==> config.mk <==
export PLATFORM = sky130hd
export DESIGN_NAME = lb_reg_array
export DESIGN_NICKNAME = d
export VERILOG_FILES = /design/src/rtl/lb_reg_array.sv
export SDC_FILE = /design/constraint.sdc
export NUM_CORES = 1
export LEC_CHECK = 0
export ABC_CLOCK_PERIOD_IN_PS = 8100
export BUFFER_PORTS_ARGS = -buffer_cell sky130_fd_sc_hd__buf_2
export CAP_MARGIN = 25
export CORE_MARGIN = 3
export CORE_UTILIZATION = 50
export DETAILED_ROUTE_END_ITERATION = 8
export PLACE_DENSITY = 0.86
export SLEW_MARGIN = 20
export SYNTH_ARGS = -nofsm -noshare
export SYNTH_HDL_FRONTEND = slang
export SYNTH_SLANG_ARGS = --single-unit
==> constraint.sdc <==
create_clock -name clk -period 8.1 [get_ports clk]
set_input_delay 0.405 -clock clk [delete_from_list [all_inputs] [get_ports clk]]
set_output_delay 0.405 -clock clk [all_outputs]
set_load 0.01 [all_outputs]
==> src/rtl/lb_reg_array.sv <==
// Bank of CH_N control/status registers on the local bus, with per-channel write
// modes, a hardware update port, write locks, access strobes and a pipelined read path.
module lb_reg_array #(
  parameter int unsigned              ADDR_W    = 16,
  parameter int unsigned              DATA_W    = 32,
  parameter int unsigned              CH_N      = 4,
  parameter int unsigned              BASE_ADDR = 0,
  parameter int unsigned              STRIDE    = 4,
  parameter logic [3*CH_N-1:0]        MODE      = '0,
  parameter logic [CH_N*DATA_W-1:0]   RESET_VAL = '0,
  parameter int unsigned              READ_LAT  = 1
) (
  input  logic                     clk,
  input  logic                     rst,
  input  logic [ADDR_W-1:0]        lb_waddr,
  input  logic [DATA_W-1:0]        lb_wdata,
  input  logic                     lb_wen,
  input  logic [DATA_W/8-1:0]      lb_wstrb,
  output logic                     lb_wready,
  input  logic [ADDR_W-1:0]        lb_raddr,
  input  logic                     lb_ren,
  output logic [DATA_W-1:0]        lb_rdata,
  output logic                     lb_rvalid,
  input  logic [CH_N*DATA_W-1:0]   hw_in,
  input  logic [CH_N-1:0]          hw_upd,
  input  logic [CH_N-1:0]          wlock,
  output logic [CH_N*DATA_W-1:0]   val_out,
  output logic [CH_N-1:0]          wstrb_out,
  output logic [CH_N-1:0]          rstrb_out
);

  localparam int unsigned STRB_W = DATA_W / 8;
  localparam int unsigned SH     = $clog2(STRIDE);
  localparam int unsigned MODE_W = 3;

  localparam logic [MODE_W-1:0] M_W1C = 3'd1;
  localparam logic [MODE_W-1:0] M_W1S = 3'd2;
  localparam logic [MODE_W-1:0] M_W1T = 3'd3;
  localparam logic [MODE_W-1:0] M_RC  = 3'd4;

  logic [ADDR_W-1:0]      woff, roff, widx, ridx;
  logic                   whit, rhit;
  logic [DATA_W-1:0]      wmask, wbits, rd_mux;
  logic [CH_N-1:0]        wr_sel, rd_sel, wr_ok;
  logic [CH_N*DATA_W-1:0] val_q, val_d;
  logic [DATA_W-1:0]      pipe_data [READ_LAT];
  logic [READ_LAT-1:0]    pipe_vld;

  // Address decode: aligned to STRIDE, above BASE_ADDR, and below CH_N channels
  always_comb begin
    woff = lb_waddr - ADDR_W'(BASE_ADDR);
    roff = lb_raddr - ADDR_W'(BASE_ADDR);
    widx = woff >> SH;
    ridx = roff >> SH;
    whit = (lb_waddr >= ADDR_W'(BASE_ADDR)) &&
           ((woff & ADDR_W'(STRIDE - 1)) == '0) && (widx < ADDR_W'(CH_N));
    rhit = (lb_raddr >= ADDR_W'(BASE_ADDR)) &&
           ((roff & ADDR_W'(STRIDE - 1)) == '0) && (ridx < ADDR_W'(CH_N));
  end

  always_comb begin
    wmask = '0;
    for (int b = 0; b < int'(STRB_W); b++) begin
      wmask[b*8 +: 8] = {8{lb_wstrb[b]}};
    end
    wbits = lb_wdata & wmask;
  end

  always_comb begin
    wr_sel = '0;
    rd_sel = '0;
    rd_mux = '0;
    for (int i = 0; i < int'(CH_N); i++) begin
      wr_sel[i] = lb_wen && whit && (widx == ADDR_W'(i));
      rd_sel[i] = lb_ren && rhit && (ridx == ADDR_W'(i));
      if (rhit && (ridx == ADDR_W'(i))) begin
        rd_mux = val_q[i*DATA_W +: DATA_W];
      end
    end
    wr_ok = wr_sel & ~wlock;
  end

  // Next value: unlocked bus write, then hardware update, then clear-on-read
  always_comb begin : next_val
    logic [DATA_W-1:0] cur;
    logic [DATA_W-1:0] nxt;
    logic [MODE_W-1:0] mode;
    val_d = val_q;
    cur   = '0;
    nxt   = '0;
    mode  = '0;
    for (int i = 0; i < int'(CH_N); i++) begin
      cur  = val_q[i*DATA_W +: DATA_W];
      mode = MODE[i*MODE_W +: MODE_W];
      if (wr_ok[i]) begin
        case (mode)
          M_W1C:   nxt = cur & ~wbits;
          M_W1S:   nxt = cur | wbits;
          M_W1T:   nxt = cur ^ wbits;
          default: nxt = (cur & ~wmask) | wbits;
        endcase
      end else if (hw_upd[i]) begin
        nxt = hw_in[i*DATA_W +: DATA_W];
      end else if (rd_sel[i] && (mode == M_RC)) begin
        nxt = '0;
      end else begin
        nxt = cur;
      end
      val_d[i*DATA_W +: DATA_W] = nxt;
    end
  end

  always_ff @(posedge clk or posedge rst) begin
    if (rst) begin
      val_q     <= RESET_VAL;
      lb_wready <= 1'b0;
      wstrb_out <= '0;
      rstrb_out <= '0;
    end else begin
      val_q     <= val_d;
      lb_wready <= 1'b1;
      wstrb_out <= wr_ok;
      rstrb_out <= rd_sel;
    end
  end

  // Read pipeline; data stages only load behind a valid so rdata holds between reads
  always_ff @(posedge clk or posedge rst) begin
    if (rst) begin
      pipe_vld <= '0;
      for (int k = 0; k < int'(READ_LAT); k++) begin
        pipe_data[k] <= '0;
      end
    end else begin
      pipe_vld[0] <= lb_ren;
      if (lb_ren) begin
        pipe_data[0] <= rd_mux;
      end
      for (int k = 1; k < int'(READ_LAT); k++) begin
        pipe_vld[k] <= pipe_vld[k-1];
        if (pipe_vld[k-1]) begin
          pipe_data[k] <= pipe_data[k-1];
        end
      end
    end
  end

  assign val_out   = val_q;
  assign lb_rdata  = pipe_data[READ_LAT-1];
  assign lb_rvalid = pipe_vld[READ_LAT-1];

endmodule

==> results.json, run 1 <==
{
  "cellLeakagePower_nw": 6.965,
  "avgSynthCellArea_um2": 8.501,
  "syn_nets": 1511,
  "setup_viol": 0,
  "r2r_end": "lb_rdata[3]",
  "grt_usage": 0.3035,
  "postCtsSetupRepairBufs": 0,
  "clk_path_buf_depth": 2,
  "cts_max_level": 4,
  "outcome": "complete, no violations",
  "cts_sinks": 170,
  "cts_made_buffers": 17,
  "clock-root-buffer": "clkbuf_16",
  "grt_pass1_wl_mm": 58.44,
  "period_share": 0.3245,
  "num_vias": 11240,
  "min-delay-path-class": "input pin to async pin",
  "synth_seq_cells": 170,
  "die_w_um": 154.8,
  "critPathLaunchType": "input pin",
  "cap_violations": 0,
  "wl_per_cell_um": 19.98,
  "crit_arrival_ns": 2.90,
  "rsz0062_at_grt": "false",
  "setup-tns-final_ns": 0,
  "finalHoldViolations": 0,
  "reg2reg_depth": 3,
  "final_cell_area_um2": 13530,
  "rows": 53,
  "crit_required_ns": 8.37,
  "ioPinCount": 378,
  "drive_gt1_frac": 0.2765,
  "syn_area_um2": 11080,
  "initial_core_util": 0.5171,
  "crit_type": "input pin to flop",
  "finalMaxSlewViolations": 0,
  "first_pass_iters": 8,
  "seqCellArea_um2": 4254,
  "drc": 0,
  "grt_overflow": 0,
  "n_antenna_cell": 0,
  "die_h_um": 154.8,
  "multiInputGateArea_um2": 6272,
  "synth_warnings": 0,
  "tightest_slew_ns": 1.057,
  "drt-initial-drc-count": 965,
  "post_synth_inst_count": 1303,
  "grt_pass1_vias": 10820,
  "vias_per_cell": 5.986,
  "cellPowerDensity_nw_per_um2": 167.7,
  "synth_cell_types": 30,
  "dpl-instance-area_um2": 12940,
  "fmax_ghz": 0.3804,
  "fin_nets": 1797,
  "critPathCapture": "lb_rdata[15]",
  "yosysTopAreaCell": "dfrtp_1",
  "hpwl_mm": 24.93,
  "io_buffers": 377,
  "cts_resized": 0,
  "nFillCells": 1805,
  "ant_nets": 0,
  "dieArea_um2": 23980,
  "yosys-top-cells-area": "dfrtp_1 (38%), a22o_1 (10%), nand2_1 (9.9%), o211ai_1 (8.7%), nand2b_1 (7.2%)",
  "min_period_ns": 2.629,
  "grt_max_degree": 108,
  "antenna_found_initial": 0,
  "critPathCaptureType": "flop",
  "wirelength_mm": 37.51,
  "peakVddDrop_uv": 138.5,
  "syn_to_final_growth_pct": 22.18,
  "clk_pin_slew_ns": 0.07,
  "clkLatencyLatePin_ns": 0.43,
  "ys_seq_area_frac": 0.3841,
  "rrSetupSlack_ns": 6.88,
  "globalplace.congestion": 0.8868,
  "cts-hold-fix-buffers": 0,
  "core_area_um2": 21420,
  "cts_tree": "done",
  "max_slew_margin": 0.2951,
  "crit_start": "lb_raddr[3]",
  "path_max_fanout": 36,
  "finClkSkew_ns": 0.01178,
  "synth.top_cell.area_share": 0.3841
}
[how the worst min path moves through the flow]
stage	endpoint	slack, ns
floorplan	lb_rvalid	0.44
global placement	lb_rdata[20]	0.55
detailed placement	lb_rdata[20]	0.55
CTS	lb_rdata[31]	0.17
global route	async pin	0.20
finish	async pin	0.12
[stage by stage]
stage / cells / utilization / total power [mW] / setup WS, ns / hold slack, ns
after floorplan: 1303 / - / 1.258 / 3.092 / 0.4364
after global placement: 1843 / 0.6028 / 1.449 / 5.126 / 0.5469
after detailed placement: 1844 / 0.6041 / 1.464 / 5.046 / 0.5525
after CTS: 1876 / 0.6308 / 2.278 / 5.502 / 0.1731
after global routing: 1877 / 0.6319 / 2.367 / 5.305 / 0.1993
final: 1877 / 0.6319 / 2.269 / 5.471 / 0.1194
[cells by family (layout without fill, tap and decap cells)]
logic type      after synthesis  count (layout)  share of synthesized area
compound gates              320             320                     0.2457
buf+inv                     142             441                    0.05365
flops                       170             170                     0.3841
mux                          32              32                    0.02892
other cells                   1               1                  0.0003385
simple gates                638             638                     0.2874
[cells in the final DEF (no fill, tap or decap), types with 2 or more instances in the layout]
master,count
and2_1,36
nor2b_1,125
a2111oi_0,7
buf_2,374
a2111oi_4,9
clkinv_2,2
inv_1,19
a221o_1,14
mux2i_1,32
nor2_1,37
o21ai_0,32
a22o_1,128
nand2b_1,128
clkinvlp_4,5
nand2_1,291
buf_6,2
nor3b_2,2
nor4_1,5
buf_4,12
nor2b_2,2
dfrtp_1,170
clkbuf_8,2
o211ai_1,128
nor3_1,2
inv_6,4
a2111oi_2,2
clkbuf_16,17
[report_power, final]
part / internal, mW / total [mW] / switching, mW
Clock: 0.444 / 0.816 / 0.372
Sequential: 0.913 / 0.985 / 0.0714
Combinational: 0.204 / 0.469 / 0.265
[synth_stat cells (all sizes together)]
cell type	count
nor3	4
dfrtp	170
nor2b	127
and2	37
nand2	291
nand4	1
nor3b	4
a221o	14
conb	1
nor2	38
o21ai	32
nor4	5
clkbuf	84
nor4b	1
mux2i	32
or2	1
inv	20
a22o	128
nand2b	128
buf	38
and4	1
a2111oi	18
o211ai	128
[routing by layer]
metal | track usage | part of all wire
met1 | 0.4018 | 0.39
met2 | 0.4940 | 0.48
met3 | 0.05904 | 0.098
met4 | 0.1173 | 0.035
met5 | 0 | 0
[cell type report]
| cell class | count | share of cell area |
|---|---|---|
| Clock inverter | 12 | 0.008505 |
| Clock buffer | 20 | 0.03374 |
| Multi-Input combinational cell | 991 | 0.4634 |
| Timing Repair Buffer | 389 | 0.1487 |
| Inverter | 20 | 0.005917 |
| Sequential cell | 170 | 0.3143 |
| Tap cell | 275 | 0.02542 |
[worst max-delay path, stage by stage]
cell	delay, ns
buf_2	0.10
buf_4	0.33
nor2b_2	0.76
nand2_1	0.80
nor2_1	0.41
a2111oi_4	0.07
(Power assumes the default switching activity.)
==> run 2: changes to the inputs <==
--- a/config.mk
+++ b/config.mk
@@ -5,13 +5,13 @@
 export SDC_FILE = /design/constraint.sdc
 export NUM_CORES = 1
 export LEC_CHECK = 0
-export ABC_CLOCK_PERIOD_IN_PS = 8100
+export ABC_CLOCK_PERIOD_IN_PS = 2400
 export BUFFER_PORTS_ARGS = -buffer_cell sky130_fd_sc_hd__buf_2
 export CAP_MARGIN = 25
 export CORE_MARGIN = 3
-export CORE_UTILIZATION = 50
+export CORE_UTILIZATION = 47
 export DETAILED_ROUTE_END_ITERATION = 8
-export PLACE_DENSITY = 0.86
+export PLACE_DENSITY = 0.85
 export SLEW_MARGIN = 20
 export SYNTH_ARGS = -nofsm -noshare
 export SYNTH_HDL_FRONTEND = slang
==> constraint.sdc (replaced) <==
create_clock -name clk -period 2.4 [get_ports clk]
set_input_delay 0.12 -clock clk [delete_from_list [all_inputs] [get_ports clk]]
set_output_delay 0.12 -clock clk [all_outputs]
set_load 0.01 [all_outputs]
==> run 2 against run 1 <==
Total power rose to 3.4 times the previous value. Via count up 1.7%. Clock skew down 0.0029 ns. Core utilization down 2.1 points. Cell area up 3.4%. Wire length up 4.4%. Global-route usage down 0.16 points. Sequential power rose to 3.4 times the previous value. Flip-flop and latch count unchanged. Largest power group unchanged.
==> results.json, run 2 (same netlist as run 1, synthesis figures left out) <==
{
  "outcome": "complete, no violations",
  "most-common-layout-cells": "buf_2 (377), nand2_1 (291), dfrtp_1 (170)",
  "crit_type": "input pin to flop",
  "setup_viol": 0,
  "wl_per_cell_um": 20.14,
  "crit_arrival_ns": 1.86,
  "wirelength_mm": 39.14,
  "num_vias": 11430,
  "initial_core_util": 0.4834,
  "clock-root-buffer": "clkbuf_16",
  "setup-tns-final_ns": 0,
  "peakVddDrop_uv": 415.7,
  "drive_gt1_frac": 0.2894,
  "rows": 55,
  "antenna_found_initial": 0,
  "period_share": 0.6681,
  "cap_violations": 0,
  "grt_max_degree": 79,
  "core_area_um2": 22920,
  "min-delay-path-class": "input pin to flop",
  "cts_max_level": 4,
  "hpwl_mm": 27.07,
  "finalHoldViolations": 0,
  "first_pass_iters": 6,
  "io_buffers": 377,
  "syn_to_final_growth_pct": 26.35,
  "path_max_fanout": 18,
  "finalMaxSlewViolations": 0,
  "grt_pass1_wl_mm": 61.80,
  "fmax_ghz": 0.6236,
  "rsz0062_at_grt": "false",
  "cts_sinks": 170,
  "dieArea_um2": 25450,
  "postLayoutCoreUtil": 0.6108,
  "grt_pass1_vias": 11330,
  "cellPowerDensity_nw_per_um2": 555.1,
  "die_h_um": 159.5,
  "grt_usage": 0.3018,
  "critPathCaptureType": "flop",
  "critPathLaunchType": "input pin",
  "cts_made_buffers": 17,
  "ioPinCount": 378,
  "tightest_slew_ns": 0.8490,
  "globalplace.congestion": 0.8723,
  "drt-initial-drc-count": 1277,
  "clkLatencyLatePin_ns": 0.42,
  "clk_pin_slew_ns": 0.07,
  "max_slew_margin": 0.4340,
  "crit_required_ns": 2.66,
  "min_period_ns": 1.604,
  "grt_overflow": 0,
  "vias_per_cell": 5.877,
  "ant_nets": 0,
  "die_w_um": 159.5,
  "n_antenna_cell": 0,
  "cellLeakagePower_nw": 7.174,
  "cts_resized": 0,
  "postCtsSetupRepairBufs": 0,
  "drc": 0,
  "cts-hold-fix-buffers": 1,
  "fin_nets": 1827,
  "finClkSkew_ns": 0.008843,
  "cts_tree": "done",
  "clk_path_buf_depth": 2,
  "layout_commonest_cell": "buf_2"
}
run 2: cell types whose count changed in the layout (fill, tap and decap cells not counted), sizes merged:
cell | before | now
buf | 389 | 418
clkbuf | 20 | 21
clkinvlp | 5 | 3
dlygate4sd3 | 0 | 1
run 2: final cells by class:
class                      instances  area (um^2)
multi-input combinational        991         6272
tap                              313        391.6
clock inverter                    10        106.4
fill                            1997         8920
sequential                       170         4254
inverter                          20        78.83
clock buffer                      21        480.5
timing repair buffer             419         2412
run 2: worst max-delay path, cell delays in order:
cell and delay, ns:
buf_2 0.12, nor4_1 0.30, nand4_1 0.20, and2_2 0.51
a2111oi_0 0.59
run 2: path summary, 6_finish.rpt:
| check | from | to | slack [ns] | cells after the start |
|---|---|---|---|---|
| max in group asynchronous | rst | async pin | 1.33 | 4 |
| max reg2reg | flop | lb_rdata[5] | 1.18 | 4 |
| min in group asynchronous | rst | async pin | 0.34 | 3 |
| min reg2reg | flop | lb_rdata[20] | 0.56 | 1 |
| max | lb_raddr[7] | lb_rdata[5] | 0.80 | 5 |
| min | hw_in[82] | flop | 0.03 | 4 |
run 2: per-stage QoR:
step | std cells | power, mW | setup slack [ns] | hold slack, ns | instance area, um^2
after floorplan | 1303 | 4.246 | 0.1113 | 0.1514 | 11080
after global placement | 1911 | 4.932 | 0.5668 | 0.2473 | 13380
after global routing | 1944 | 8.102 | 0.6561 | 0.02527 | 14000
after CTS | 1943 | 7.783 | 0.8188 | 0.004031 | 13980
final | 1944 | 7.770 | 0.7965 | 0.02700 | 14000
after detailed placement | 1911 | 4.990 | 0.4570 | 0.2440 | 13380
run 2: per-layer routing:
layer  part of all wire  wire length, um  global-route usage  vias up
met5                  0                0                   0        -
met4              0.030             1173              0.1154        0
met3              0.093             3625             0.05775       85
met2               0.49            19260              0.5113      717
met1               0.39            15090              0.3827     5484
li1                   -                -                   -     5139
run 2: report_power, final:
group	internal (mW)	switching, mW
sequential	3.08	0.246
clock	1.56	1.25
combinational	0.722	0.910
total	5.36	2.41
